`config.mk`:
```
export PLATFORM = sky130hd
export DESIGN_NAME = wb_port_arbiter
export DESIGN_NICKNAME = d
export VERILOG_FILES = /design/src/rtl/wb_port_arbiter.sv
export SDC_FILE = /design/constraint.sdc
export NUM_CORES = 1
export LEC_CHECK = 0
export CORE_MARGIN = 5
export CORE_UTILIZATION = 40
export CTS_CLUSTER_SIZE = 8
export DETAILED_ROUTE_END_ITERATION = 7
export DONT_BUFFER_PORTS = 1
export GPL_ROUTABILITY_DRIVEN = 0
export PLACE_DENSITY = 0.6
export SLEW_MARGIN = 20
export SYNTH_ARGS = -nofsm -noshare
export SYNTH_HDL_FRONTEND = slang
export SYNTH_SLANG_ARGS = --single-unit
```
`constraint.sdc`:
```
create_clock -name clk -period 7.3 [get_ports clk]
set_input_delay 1.46 -clock clk [delete_from_list [all_inputs] [get_ports clk]]
set_output_delay 1.46 -clock clk [all_outputs]
set_load 0.02 [all_outputs]
```
`src/rtl/wb_port_arbiter.sv`:
```
// wb_port_arbiter: shares the register-file write port between the W-stage
// result and a queued long-latency (mul/div) result stream.
// The W stage has priority. MDU results wait in a small FIFO and drain into
// idle write-port cycles. The FIFO also answers pending-register lookups for
// the hazard unit.
// Optional feature: define WB_STARVE_GUARD_EN to add a starve counter. When
// the W stage keeps the head entry blocked for STARVE_MAX cycles in a row, the
// arbiter requests a one-cycle pipeline stall (pipe_stall) so the head drains.
module wb_port_arbiter #(
    parameter int unsigned DEPTH      = 2,
    parameter int unsigned STARVE_MAX = 8
) (
    input  logic        clk,
    input  logic        reset,
    input  logic        RegWrite_W,
    input  logic [4:0]  A3_W,
    input  logic [31:0] Result_W,
    input  logic        mdu_wr_valid,
    output logic        mdu_wr_ready,
    input  logic [4:0]  mdu_A3,
    input  logic [31:0] mdu_WD,
    input  logic [4:0]  A1_D,
    input  logic [4:0]  A2_D,
    output logic        pend_hit_1,
    output logic        pend_hit_2,
    output logic        pipe_stall,
    output logic        rf_WE,
    output logic [4:0]  rf_A3,
    output logic [31:0] rf_WD
);

    localparam int unsigned PW = (DEPTH > 1) ? $clog2(DEPTH) : 1;
    localparam int unsigned CW = $clog2(DEPTH + 1);

    logic [4:0]    mem_a3 [DEPTH];
    logic [31:0]   mem_wd [DEPTH];
    logic [PW-1:0] rd_ptr;
    logic [PW-1:0] wr_ptr;
    logic [CW-1:0] count;
    logic [PW-1:0] idx;
    logic          pipe_w;
    logic          push;
    logic          pop;
    logic          hit1;
    logic          hit2;

    // A W-stage write to $0 is no write; a stall cycle also suppresses it.
    assign pipe_w = RegWrite_W && (A3_W != 5'd0) && !pipe_stall;

    // No pass-through: a full FIFO stays not-ready even in a pop cycle.
    assign mdu_wr_ready = !reset && (count < CW'(DEPTH));

    // Results aimed at $0 are acknowledged but never queued.
    assign push = mdu_wr_valid && mdu_wr_ready && (mdu_A3 != 5'd0);

`ifdef WB_STARVE_GUARD_EN
    localparam int unsigned SW = (STARVE_MAX > 1) ? $clog2(STARVE_MAX) : 1;

    logic [SW-1:0] starve;

    // Count consecutive cycles in which the W stage blocks a waiting head.
    always_ff @(posedge clk) begin
        if (reset) begin
            starve <= '0;
        end else if (pop || (count == '0)) begin
            starve <= '0;
        end else if (pipe_w) begin
            starve <= starve + SW'(1);
        end
    end

    assign pipe_stall = !reset && (count != '0) && (starve == SW'(STARVE_MAX - 1));
`else
    assign pipe_stall = 1'b0;
`endif

    // Write-port mux: W result first, otherwise drain the FIFO head.
    always_comb begin
        rf_WE = 1'b0;
        rf_A3 = 5'd0;
        rf_WD = 32'd0;
        pop   = 1'b0;
        if (!reset) begin
            if (pipe_w) begin
                rf_WE = 1'b1;
                rf_A3 = A3_W;
                rf_WD = Result_W;
            end else if (count != '0) begin
                rf_WE = 1'b1;
                rf_A3 = mem_a3[rd_ptr];
                rf_WD = mem_wd[rd_ptr];
                pop   = 1'b1;
            end
        end
    end

    // Pending-register lookup over the currently valid entries only.
    always_comb begin
        hit1 = 1'b0;
        hit2 = 1'b0;
        idx  = '0;
        for (int unsigned i = 0; i < DEPTH; i++) begin
            idx = rd_ptr + PW'(i);
            if (CW'(i) < count) begin
                if (mem_a3[idx] == A1_D) hit1 = 1'b1;
                if (mem_a3[idx] == A2_D) hit2 = 1'b1;
            end
        end
    end

    assign pend_hit_1 = !reset && (A1_D != 5'd0) && hit1;
    assign pend_hit_2 = !reset && (A2_D != 5'd0) && hit2;

    // FIFO storage; contents are meaningless outside the valid window.
    always_ff @(posedge clk) begin
        if (push) begin
            mem_a3[wr_ptr] <= mdu_A3;
            mem_wd[wr_ptr] <= mdu_WD;
        end
    end

    // Pointers and occupancy; pointers wrap naturally since DEPTH is 2**PW.
    always_ff @(posedge clk) begin
        if (reset) begin
            rd_ptr <= '0;
            wr_ptr <= '0;
            count  <= '0;
        end else begin
            if (push) wr_ptr <= wr_ptr + PW'(1);
            if (pop)  rd_ptr <= rd_ptr + PW'(1);
            case ({push, pop})
                2'b10:   count <= count + CW'(1);
                2'b01:   count <= count - CW'(1);
                default: count <= count;
            endcase
        end
    end

endmodule

```
==> results.ini <==
[pwr]
p_comb_frac=0.176
swShare=0.2671
power_density_nw_per_um2=275.1
seq_power_share=0.480
power.switching_w=0.0003010
power.internal_w=0.0008258
vdd_ir_drop_max_mv=0.1328
leakage_nw=1.320
clkPwrFrac=0.343

[critical_path]
regToRegEndpoint=mem_a3[1][4]
critPathKind=primary input to output port
worst_setup_path_start_kind=primary input
r2r_slack_ns=5.06
worstPathRequired_ns=5.84
crit_fanout=23
rr_worst_depth=4
cp.arrival_ns=3.60
crit_start=A3_W[1]
worst_setup_path_end_kind=output port
crit_path_end=rf_A3[0]
r2r_start=count[1]

[synthesis]
ys.flop_type=edfxtp_1
synth_nets=368
synth_top_area_cell=edfxtp_1
yosys.cell_types.count=30
syn_inst=277
synth_warnings=0
yosysMostFrequentCell=edfxtp_1
synthTopCellsByCount=74 x edfxtp_1, 43 x mux2i_1, 36 x nand2_1
postSynthAreaPerCell_um2=13.37
synth_edf_count=74
netlist_top_cells_area=edfxtp_1 60%, mux2i_1 12%, o21ai_2 4.7%
synth_seq_area_share=0.6272
yosysTopAreaCellShare=0.6002
ys_ff_latch=79
syn-cell-area_um2=3702
async_flop_share=0

[global_routing]
grt_pass1_wl_mm=11.51
grt_max_degree=27
grt-ovfl-total=0
grt_pass1_vias=2175
grt_usage=0.1356
grt_antenna_before_repair=0

[clocking]
cts_root_buf=clkbuf_8
h-tree-depth=3
cts_buffers=9
postCtsHoldBufs=0
path_clk_slew_ns=0.08
post_cts_buffers=0
cts_resized=0
insertion_delay_ns=0.34
clkSinkCount=79
cts_tree=yes
cts_buffer_depth=2

[die]
ios=130
die_x_um=106.2
fp.coreArea_um2=9153
die_area_um2=11280
fp-row-count=35
die_h_um=106.2
initial_core_util=0.4045

[final_layout]
diodes=0
fillerInstances=831
area_delta_synth_final_pct=10.65
postLayoutCellArea_um2=4096
finalNonFillerCells=395
nets=370
drive_above_1_share=0.1655

[sta]
timing.final.crit_share=0.6933
hold_viol=0
drv_slew=0
setup_viol=0
rsz0062_at_grt=no
final.setup.tns_ns=0
max_freq_mhz=197.6
worst_pin_slew_ns=0.6956
min_period_ns=5.061
finalClockSkew_ns=0.007478
slew_headroom=0.5314

[route]
routed-wl-met3_um=611
highest_layer=met4
met1_length_mm=3.026
wire_per_inst_um=19.26
wirelength_mm=7.606
drt_iter0_markers=66
wl_met2_mm=3.918
drc=0
vias=2070
vias_per_cell=5.241
dr.pass1.iters=4
ant_nets=0

[min_path]
min_path_type=register to register
hold_start=count[0]

[flow_run]
maxCapViolCount=0

[placement]
place_area_um2=3852
placedCellCount=379
port_buffers=0
post-dp-hpwl_mm=5.513

[outcome]
status=finished, final reports clean

worst min path at each step:
| stage | slack, ns | end | depth (start not counted) |
|---|---|---|---|
| floorplan | 0.50 | count[1] | 2 |
| global placement | 0.52 | count[0] | 2 |
| detailed placement | 0.55 | count[1] | 2 |
| CTS | 0.56 | count[1] | 2 |
| global route | 0.59 | count[0] | 2 |
| finish | 0.55 | count[0] | 2 |
cell type report:
| cell class | count | area, µm² | area share |
|---|---|---|---|
| Tap cell | 111 | 138.9 | 0.03390 |
| Clock buffer | 10 | 127.6 | 0.03115 |
| Multi-Input combinational cell | 180 | 1297 | 0.3167 |
| Inverter | 4 | 15.01 | 0.003665 |
| Sequential cell | 79 | 2323 | 0.5672 |
| Timing Repair Buffer | 5 | 77.57 | 0.01894 |
| Clock inverter | 6 | 116.4 | 0.02841 |
placed cells by master, fill, tap and decap left out, drive strengths merged:
| master | count |
|---|---|
| edfxtp | 74 |
| mux2i | 43 |
| o21ai | 39 |
| nand2 | 36 |
| xor2 | 16 |
| nor2 | 14 |
| clkbuf | 10 |
| xnor2 | 8 |
| inv | 5 |
| dfxtp | 5 |
| buf | 5 |
| nand4 | 4 |
| a21oi | 3 |
| ha | 3 |
| bufinv | 3 |
| nor3 | 2 |
| nand3 | 2 |
| nor4 | 2 |
| clkinv | 2 |
| or4 | 2 |
| and2b | 1 |
| nand2b | 1 |
| nor2b | 1 |
| o211ai | 1 |
| a211oi | 1 |
| conb | 1 |
critical path, stage by stage:
cell and delay, ns:
or4_4 0.53, o21ai_4 0.20, and2b_1 0.20, nand2b_2 0.25
buf_4 0.35, o21ai_0 0.59
per-layer routing:
layer  global-route usage  up-vias
li1                     -     1015
met1               0.1509      977
met2               0.2344       76
met3              0.05282        2
met4              0.04995        0
met5                    0        -
cells by family after synthesis:
group	count (synthesis)	synth area share
xor gates and xnor gates	24	0.05678
adders and majority gates	3	0.01014
muxes	43	0.1163
AOI/OAI and AO/OA	44	0.08415
DFF	79	0.6272
buffers and inverters	18	0.02771
and+or+nand+nor	65	0.07672
other	1	0.001013
per-stage QoR:
step / worst slack (ns) / utilization / hold WS, ns / total power, W
floorplan: 2.826 / - / 0.4986 / 0.0007169
global placement: 2.265 / 0.4149 / 0.5200 / 0.0007481
detailed placement: 2.208 / 0.4209 / 0.5458 / 0.0007544
CTS: 2.202 / 0.4476 / 0.5588 / 0.001145
global route: 2.118 / 0.4476 / 0.5922 / 0.001181
finish: 2.239 / 0.4476 / 0.5543 / 0.001127
power by group through the flow:
stage	registers [W]	logic, W	clock network (W)
6_report	0.000541	0.000199	0.000387
4_1_cts	0.000542	0.000203	0.000401
5_1_grt	0.000545	0.000217	0.000419
3_3_place_gp	0.000552	0.000196	0
3_5_place_dp	0.000552	0.000202	0
2_1_floorplan	0.000540	0.000177	0
flip-flops by register name, summed over array words and instances (netlist names), named ones only:
signal	count
mem_wd	64
mem_a3	10
count	2
rd_ptr	1
wr_ptr	1
Power figures use the tool's default switching activity.
==> RTL edit: new RTL, same settings <==
Add a define of `WB_STARVE_GUARD_EN`.
--- a/src/rtl/wb_port_arbiter.sv
+++ b/src/rtl/wb_port_arbiter.sv
@@ -6,6 +6,8 @@
 // Optional feature: define WB_STARVE_GUARD_EN to add a starve counter. When
 // the W stage keeps the head entry blocked for STARVE_MAX cycles in a row, the
 // arbiter requests a one-cycle pipeline stall (pipe_stall) so the head drains.
+`define WB_STARVE_GUARD_EN
+
 module wb_port_arbiter #(
     parameter int unsigned DEPTH      = 2,
     parameter int unsigned STARVE_MAX = 8
Behaviour: not the same (a bounded check fails within 10 cycles, from zero or initial values and one cycle with reset high).
==> RTL edit against the unedited design <==
Wire length grew 17%. Sequential cell count grew 3. Worst hold slack lost 0.11 ns. Non-clock buffer count is the same. Worst setup slack gained 0.53 ns. Power shrank 4.0%. Critical path type is now flop to output pin. Final area grew 5.2%. Register-to-register slack lost 0.73 ns. Area after synthesis grew 8.0%.
==> RTL edit: results (changes against the unedited design) <==
The flow ran to the end, and the final reports show no timing, DRC or antenna violations. The family with the most delay on the worst path is adder cells. The global-route wire length before repair is 13,500 um (+17%). The complex-gate fraction of the synthesized area is 6.64% (-1.8 points). The count of placed standard cells including taps came out at 446 (+18%).

The distinct cell type count of the synthesized netlist came to 29 (-3.3%). The number of global-route vias before repair came out at 2,588 (+19%). The fraction of met2 tracks used by global routing is 24.7% (+1.3 points). The share of synthesized area spent on multiplexers is 11.3% (-0.30 points). The largest driver fanout on the critical path is 47 (+100%). The XOR/XNOR share of the synthesized area is 5.04% (-0.64 points). The final design utilization is 44.1% (-0.66 points). The met3 track utilization from global routing came out at 3.96% (-1.3 points). The leakage power summed over all cells is 1.34 nW (+1.8%).

The cell area reported after detailed placement came out at 4130 um^2 (+7.3%). The post-synthesis instance total came out at 331 (+19%). The initial DRC count is 148 (+120%). The slew at the pin with the worst max-slew slack came to 1.01 ns (+0.314 ns). The overall fraction of global-route tracks in use came out at 14.8% (+1.2 points). The arrival time of data at the critical path endpoint was 3.07 ns (-0.53 ns). The half-perimeter wire length after placement came to 6040 um (+9.5%). The peak per-stage delay on the critical path was 0.86 ns (+0.27 ns). The cell depth of the worst hold path came out at 1 (-1). The filler cell count in the final layout came to 929 (+12%). The path depth of the worst reg2reg path is 9 (+5).
[RTL edit: changes by cell type after synthesis, sizes merged, moves of 2 or more]
cell	change
nand4b	+2
ha	+2
buf	+8
dfxtp	+3
and3	+2
o21ai	-36
a21oi	+39
nand3	-2
nor2	+34
nand2	-36
nor3	+39
[RTL edit: logic make-up (layout without fill, tap and decap cells)]
kind of cell    Yosys count  after routing
buf+inv                  28             26
fa+ha+maj                 5              5
flops                    82             82
compound gates           48             48
simple gates            103            103
mux                      42             42
xor+xnor                 23             23
[RTL edit: area by class of cell]
type,count,share of cell area [%]
sequential,82,55.3
timing repair buffer,5,1.63
tap,133,3.86
inverter,5,0.435
clock inverter,7,1.22
multi-input combinational,221,34.7
clock buffer,9,2.87
[RTL edit: metal layers]
| metal | part of all wire, % | vias up |
|---|---|---|
| met2 | 49 | 84 |
| met1 | 42 | 1197 |
| met3 | 7.0 | 13 |
| li1 | - | 1203 |
| met5 | 0 | - |
| met4 | 1.7 | 0 |
